## src/rtl/floor_display_pkg.sv

```systemverilog
// Shared types, segment patterns and helpers
// for the elevator floor indicator.
package floor_display_pkg;

  typedef logic [0:6] seg7_t;

  localparam seg7_t SEG_0     = 7'b1000000;
  localparam seg7_t SEG_1     = 7'b1111001;
  localparam seg7_t SEG_2     = 7'b0100100;
  localparam seg7_t SEG_3     = 7'b0110000;
  localparam seg7_t SEG_4     = 7'b0011001;
  localparam seg7_t SEG_5     = 7'b0010010;
  localparam seg7_t SEG_6     = 7'b0000010;
  localparam seg7_t SEG_7     = 7'b1111000;
  localparam seg7_t SEG_8     = 7'b0000000;
  localparam seg7_t SEG_9     = 7'b0010000;
  localparam seg7_t SEG_E     = 7'b0000110;
  localparam seg7_t SEG_BLANK = 7'b1111111;
  localparam seg7_t SEG_DASH  = 7'b0111111;
  localparam seg7_t SEG_UP    = 7'b1111110;
  localparam seg7_t SEG_DOWN  = 7'b1110111;

  typedef enum logic [1:0] {
    DIR_IDLE,
    DIR_UP,
    DIR_DOWN
  } dir_t;

  function automatic seg7_t digit_to_seg(
    input logic [3:0] d
  );
    seg7_t s;
    case (d)
      4'd0:    s = SEG_0;
      4'd1:    s = SEG_1;
      4'd2:    s = SEG_2;
      4'd3:    s = SEG_3;
      4'd4:    s = SEG_4;
      4'd5:    s = SEG_5;
      4'd6:    s = SEG_6;
      4'd7:    s = SEG_7;
      4'd8:    s = SEG_8;
      4'd9:    s = SEG_9;
      default: s = SEG_E;
    endcase
    return s;
  endfunction

  function automatic seg7_t dir_to_seg(
    input dir_t d
  );
    seg7_t s;
    case (d)
      DIR_UP:   s = SEG_UP;
      DIR_DOWN: s = SEG_DOWN;
      default:  s = SEG_BLANK;
    endcase
    return s;
  endfunction

endpackage

```

## src/rtl/floor_display_if.sv

```systemverilog
// Floor/motion inputs and display outputs
// of the floor indicator.
interface floor_display_if #(
  parameter int NUM_FLOORS = 6
);
  import floor_display_pkg::*;

  logic [NUM_FLOORS-1:0] currentF;
  logic                  moving;
  seg7_t                 out1;
  seg7_t                 out0;
  seg7_t                 out_dir;
  logic                  err;

  modport master (
    output currentF,
    output moving,
    input  out1,
    input  out0,
    input  out_dir,
    input  err
  );

  modport slave (
    input  currentF,
    input  moving,
    output out1,
    output out0,
    output out_dir,
    output err
  );

endinterface

```

## src/rtl/floor_display_ctrl_blink_timer.sv

```systemverilog
// Blink half-period counter and phase flop.
// phase is the value in effect after the coming edge.
module blink_timer #(
  parameter int BLINK_HALF = 25_000_000
) (
  input  logic clk,
  input  logic reset,
  input  logic enable,
  output logic phase
);

  localparam int W = $clog2(BLINK_HALF);
  localparam logic [W-1:0] LAST = W'(BLINK_HALF - 1);

  logic [W-1:0] cnt_q;
  logic [W-1:0] cnt_n;
  logic         on_q;
  logic         on_n;

  // count while enabled; idle forces phase on
  always_comb begin
    cnt_n = '0;
    on_n  = 1'b1;
    if (enable) begin
      if (cnt_q == LAST) begin
        cnt_n = '0;
        on_n  = ~on_q;
      end else begin
        cnt_n = cnt_q + 1'b1;
        on_n  = on_q;
      end
    end
  end

  // counter and phase state
  always_ff @(posedge clk or posedge reset) begin
    if (reset) begin
      cnt_q <= '0;
      on_q  <= 1'b1;
    end else begin
      cnt_q <= cnt_n;
      on_q  <= on_n;
    end
  end

  assign phase = on_n;

endmodule

```

## src/rtl/floor_display_ctrl.sv

```systemverilog
// Elevator floor indicator: label, mezzanine
// marker, blink while moving, travel direction.
module floor_display_ctrl
  import floor_display_pkg::*;
#(
  parameter int                    NUM_FLOORS  = 6,
  parameter logic [NUM_FLOORS-1:0] MEZZ_MASK   = 'b010100,
  parameter int                    BLINK_HALF  = 25_000_000,
  parameter int                    IDLE_CYCLES = 100_000_000
) (
  input logic            clk,
  input logic            reset,
  floor_display_if.slave bus
);

  localparam int IW = (NUM_FLOORS > 1) ? $clog2(NUM_FLOORS) : 1;
  localparam int CW = $clog2(IDLE_CYCLES);
  localparam logic [CW-1:0] IDLE_LAST = CW'(IDLE_CYCLES - 1);

  logic          phase;
  logic          valid;
  logic [IW-1:0] idx;
  logic [4:0]    label;
  logic [IW-1:0] prev_q;
  logic [IW-1:0] prev_n;
  logic [CW-1:0] idle_q;
  logic [CW-1:0] idle_n;
  dir_t          dir_q;
  dir_t          dir_n;
  seg7_t         out1_n;
  seg7_t         out0_n;

  blink_timer #(
    .BLINK_HALF(BLINK_HALF)
  ) u_blink (
    .clk   (clk),
    .reset (reset),
    .enable(bus.moving),
    .phase (phase)
  );

  // one-hot decode and floor label popcount
  always_comb begin
    valid = ($countones(bus.currentF) == 1);
    idx   = '0;
    for (int k = 0; k < NUM_FLOORS; k++) begin
      if (bus.currentF[k]) idx = IW'(k);
    end
    label = '0;
    for (int k = 0; k < NUM_FLOORS; k++) begin
      if (k <= int'(idx) && !MEZZ_MASK[k]) begin
        label = label + 5'd1;
      end
    end
  end

  // direction tracking; frozen on malformed codes
  always_comb begin
    prev_n = prev_q;
    idle_n = idle_q;
    dir_n  = dir_q;
    if (valid) begin
      if (idx != prev_q) begin
        prev_n = idx;
        idle_n = '0;
        dir_n  = (idx > prev_q) ? DIR_UP : DIR_DOWN;
      end else if (idle_q != IDLE_LAST) begin
        idle_n = idle_q + 1'b1;
        if (idle_n == IDLE_LAST) dir_n = DIR_IDLE;
      end
    end
  end

  // label/marker digits with blink blanking
  always_comb begin
    out1_n = SEG_E;
    out0_n = SEG_BLANK;
    if (valid) begin
      out1_n = (label > 5'd9) ? SEG_E
                              : digit_to_seg(label[3:0]);
      if (MEZZ_MASK[idx]) out0_n = SEG_DASH;
    end
    if (!phase) begin
      out1_n = SEG_BLANK;
      out0_n = SEG_BLANK;
    end
  end

  // registered state and outputs
  always_ff @(posedge clk or posedge reset) begin
    if (reset) begin
      prev_q      <= '0;
      idle_q      <= '0;
      dir_q       <= DIR_IDLE;
      bus.out1    <= SEG_1;
      bus.out0    <= SEG_BLANK;
      bus.out_dir <= SEG_BLANK;
      bus.err     <= 1'b0;
    end else begin
      prev_q      <= prev_n;
      idle_q      <= idle_n;
      dir_q       <= dir_n;
      bus.out1    <= out1_n;
      bus.out0    <= out0_n;
      bus.out_dir <= dir_to_seg(dir_n);
      bus.err     <= ~valid;
    end
  end

endmodule

```

## src/flat_wrapper.sv

```systemverilog
// flat-port wrapper written by rule: the top's interface ports become plain ports
module floor_display_ctrl_flat import floor_display_pkg::*;
#(
  parameter int                    NUM_FLOORS  = 6,
  parameter logic [NUM_FLOORS-1:0] MEZZ_MASK   = 'b010100,
  parameter int                    BLINK_HALF  = 25_000_000,
  parameter int                    IDLE_CYCLES = 100_000_000
)
  (clk, reset, bus_currentF, bus_moving, bus_out1, bus_out0, bus_out_dir, bus_err);
  floor_display_if #(.NUM_FLOORS(NUM_FLOORS)) bus_i ();
  input logic clk;
  input logic reset;
  input wire logic [$bits(bus_i.currentF)-1:0] bus_currentF;
  input wire logic [$bits(bus_i.moving)-1:0] bus_moving;
  output wire logic [$bits(bus_i.out1)-1:0] bus_out1;
  output wire logic [$bits(bus_i.out0)-1:0] bus_out0;
  output wire logic [$bits(bus_i.out_dir)-1:0] bus_out_dir;
  output wire logic [$bits(bus_i.err)-1:0] bus_err;
  assign bus_i.currentF = bus_currentF;
  assign bus_i.moving = bus_moving;
  assign bus_out1 = bus_i.out1;
  assign bus_out0 = bus_i.out0;
  assign bus_out_dir = bus_i.out_dir;
  assign bus_err = bus_i.err;
  floor_display_ctrl #(.NUM_FLOORS(NUM_FLOORS), .MEZZ_MASK(MEZZ_MASK), .BLINK_HALF(BLINK_HALF), .IDLE_CYCLES(IDLE_CYCLES)) u_core (.clk(clk), .reset(reset), .bus(bus_i));
endmodule
```

## config.mk

```make
export PLATFORM = sky130hd
export DESIGN_NAME = floor_display_ctrl_flat
export DESIGN_NICKNAME = d
export VERILOG_FILES = /design/src/rtl/floor_display_pkg.sv /design/src/rtl/floor_display_if.sv /design/src/rtl/floor_display_ctrl_blink_timer.sv /design/src/rtl/floor_display_ctrl.sv /design/src/flat_wrapper.sv
export SDC_FILE = /design/constraint.sdc
export NUM_CORES = 1
export LEC_CHECK = 0
export ABC_AREA = 1
export BUFFER_PORTS_ARGS = -buffer_cell sky130_fd_sc_hd__buf_2
export CAP_MARGIN = 10
export CORE_UTILIZATION = 35
export DETAILED_ROUTE_END_ITERATION = 7
export GPL_TIMING_DRIVEN = 0
export HOLD_SLACK_MARGIN = 0.06
export MAX_ROUTING_LAYER = met4
export PLACE_DENSITY_LB_ADDON = 0.15
export SETUP_SLACK_MARGIN = 0.05
export SYNTH_ARGS = -nofsm -noshare
export SYNTH_HDL_FRONTEND = slang
export SYNTH_SLANG_ARGS = --single-unit
```

## constraint.sdc

```tcl
create_clock -name clk -period 5.3 [get_ports clk]
set_input_delay 0.53 -clock clk [delete_from_list [all_inputs] [get_ports clk]]
set_output_delay 0.53 -clock clk [all_outputs]
set_load 0.03 [all_outputs]
```

==> flow_summary.yaml <==
layout:
  drive_above_1_share_pct: 15.41
  fillers: 1275
  final_cell_mix: "nand2_1 (132), inv_1 (83), dfrtp_1 (60), nor2_1 (59), o21ai_0 (31)"
  final_common_cell: "nand2_1"
  final-seq-area_um2: 1738
  fin_area_um2: 5075
  instances_no_fill: 791
  n_antenna_cell: 0
  multiInputGateArea_um2: 2295
  areaGrowthSynthToFinish_pct: 14.64
  nets: 652
synth:
  synth-seq-cells: 69
  netlist_area_um2: 4427
  syn_inst: 578
  synth-edff-count: 0
  yosysSeqAreaShare_pct: 39.26
  avgSynthCellArea_um2: 7.659
  yosys.cell_types.count: 39
  ys.warnings.count: 0
  synthFlopType: "dfrtp_1"
  async_flop_share_pct: 100.0
sta:
  timing.final.crit_share_pct: 61.72
  setup_viol: 0
  min_period_ns: 3.271
  grt_setup_unrepaired: "false"
  finClkSkew_ns: 0.006445
  slew_violations: 0
  tns_ns: 0
  setup_ws_ns: 2.029
  maxSlewHeadroom_pct: 41.49
  worstMarginPinSlew_ns: 0.8777
  fmax_mhz: 305.7
  hold_violations: 0
floorplan:
  core_um2: 12160
  ios: 31
  rows: 40
  start_util_pct: 36.40
  fp.dieArea_um2: 13100
  die_w_um: 114.5
  die_h_um: 114.5
setup_path:
  worstSetupPathType: "input port to flip-flop"
  reg2reg_slack_ns: 2.89
  worst-r2r-cell-count: 11
  cp_data_required_time_ns: 5.56
  r2r-end: "u_core.idle_q[7]"
  cp_max_fo: 10
  critPathSlowestCell: "nor4_4"
  r2r_start: "u_core.idle_q[0]"
  crit_path_max_incr_delay_ns: 0.53
  crit_arrival_ns: 3.53
  setup.worst_path.start_class: "input port"
  critical_path.cell_chain: "buf_2, inv_1, ha_1, inv_1, fa_1, inv_1, ha_1, nor4_4, nand2_1, nor2_1, clkbuf_1, nand2_1, o21ai_0"
  critPathCaptureType: "flip-flop"
  timing.critical_path.mode_cell: "inv_1"
placed_design:
  place_ws_ns: 1.626
  port_buffers: 19
  gp_congestion: 0.8930
  dp_hpwl_um: 7488
  placed_area_um2: 4772
  dp.cells: 775
routing:
  vias: 3762
  via_per_inst: 4.756
  first_pass_iters: 5
  totalWireLength_um: 10310
  avgRoutedWirePerCell_um: 13.03
  drc: 0
  drt_iter0_drc: 264
  ant_nets: 0
pwr:
  share_seq_of_total_power_pct: 39.7
  p_comb_share_pct: 19.5
  swShare_pct: 31.31
  p_int_mw: 1.041
  power_density_nw_per_um2: 298.6
  p_leak_nw: 2.255
  p_sw_mw: 0.4745
  p_clk_share_pct: 40.7
  ir_drop_mv: 0.1493
global_route:
  grt_pass1_vias: 3696
  antenna_found_initial: 0
  grt_max_degree: 70
  overflow: 0
  grt_pass1_wl_um: 17700
  grt_use_total_pct: 17.99
clock_network:
  ctsHoldBuffers: 0
  cts.reportedPaths.clkPinSlew_ns: 0.06
  cts_resized: 0
  clock-sinks: 69
  post_cts_buffers: 0
  htree_levels: 3
  clockBufferDepth: 2
  root_buffer: "clkbuf_16"
  cts_tree: "yes"
  cts_made_buffers: 9
  insertion_delay_ns: 0.35
outcome:
  status: "finished clean"
flow_run:
  max_cap_viol_count: 0
min_path:
  hold_path.class: "input port to asynchronous set/reset pin"
worst max-delay path by stage:
| stage | from | end | slack [ns] | depth (start not counted) |
|---|---|---|---|---|
| final | bus_currentF[4] | u_core.idle_q[12] | 2.03 | 13 |
| after detailed placement | bus_currentF[4] | u_core.idle_q[17] | 1.63 | 12 |
| after global routing | bus_currentF[5] | u_core.idle_q[21] | 1.73 | 13 |
| after floorplan | bus_currentF[4] | u_core.idle_q[11] | 2.46 | 12 |
| after global placement | bus_currentF[4] | u_core.idle_q[22] | 1.76 | 13 |
| after CTS | bus_currentF[4] | u_core.idle_q[0] | 2.00 | 13 |
sequential cells by signal, indices dropped and copies added (netlist names):
name and count:
u_core.idle_q 27, u_core.u_blink.on_q 1, u_core.dir_q 2, u_core.bus.out_dir 2, u_core.bus.out0 1, u_core.prev_q 3, u_core.bus.out1 7, u_core.bus.err 1
u_core.u_blink.cnt_q 25
cell type report:
cell class / instances / share of cell area [%]
buffer: 17 / 2.145
clock buffer: 11 / 4.783
clock inverter: 5 / 1.183
inverter: 86 / 6.410
multi-input combinational: 416 / 45.22
sequential: 69 / 34.25
tap: 168 / 4.142
timing repair buffer: 19 / 1.874
through the flow:
step / hold slack [ns] / util, % / power (mW)
4_1_cts: 0.4098 / 41.73 / 1.541
3_5_place_dp: 0.4542 / 39.24 / 0.9115
2_1_floorplan: 0.4329 / - / 0.8266
3_3_place_gp: 0.4570 / 39.22 / 0.9014
6_report: 0.3711 / 41.73 / 1.515
5_1_grt: 0.4550 / 41.73 / 1.601
cell usage after synthesis, types with 4 or more instances:
master / instances / share of area [%]
nor2_1: 59 / 5.0
a21oi_1: 18 / 2.0
dfstp_2: 9 / 5.3
nand3_1: 30 / 3.4
inv_1: 84 / 7.1
dfrtp_1: 60 / 34
nor3_1: 10 / 1.1
o21ai_0: 31 / 3.5
nand3_2: 5 / 1.1
ha_1: 22 / 6.2
nor3_2: 4 / 0.90
o21ai_1: 4 / 0.45
nand2_2: 7 / 0.99
nand2_1: 132 / 11
nor4_1: 7 / 0.99
nor2_2: 12 / 1.7
nor2_4: 4 / 1.0
o21a_1: 4 / 0.68
buf_4: 11 / 1.9
xor2_1: 7 / 1.4
nand4_1: 14 / 2.0
o22ai_1: 13 / 1.8
per-layer routing:
layer	global-route usage, %	vias up	wire [µm]	share of wire, %
li1	-	1935	-	-
met2	28.12	61	4910	48
met4	6.926	0	97	0.94
met1	22.73	1761	4938	48
met3	3.970	5	362	3.5
met5	-	-	0	0
power groups by stage:
stage / Clock, mW / Sequential [mW] / Combinational, mW
after floorplan: 0 / 0.650 / 0.177
after global placement: 0 / 0.611 / 0.291
after detailed placement: 0 / 0.612 / 0.300
after CTS: 0.638 / 0.602 / 0.300
after global routing: 0.656 / 0.606 / 0.339
final: 0.617 / 0.602 / 0.296
cells by family after synthesis:
group | synth area share, %
xor+xnor | 1.385
fa+ha+maj | 7.575
buf+inv | 9.751
flops | 39.26
other cells | 0.08471
simple gates | 31.97
compound gates | 9.978
critical path: cells and delay by family:
family / cells / cell delay, ns
AOI/OAI and AO/OA: 1 / 0.09
and+or+nand+nor: 4 / 1.17
buffers and inverters: 5 / 0.77
adders and majority gates: 3 / 0.95
Note: power is estimated with default switching activity, not from simulation.
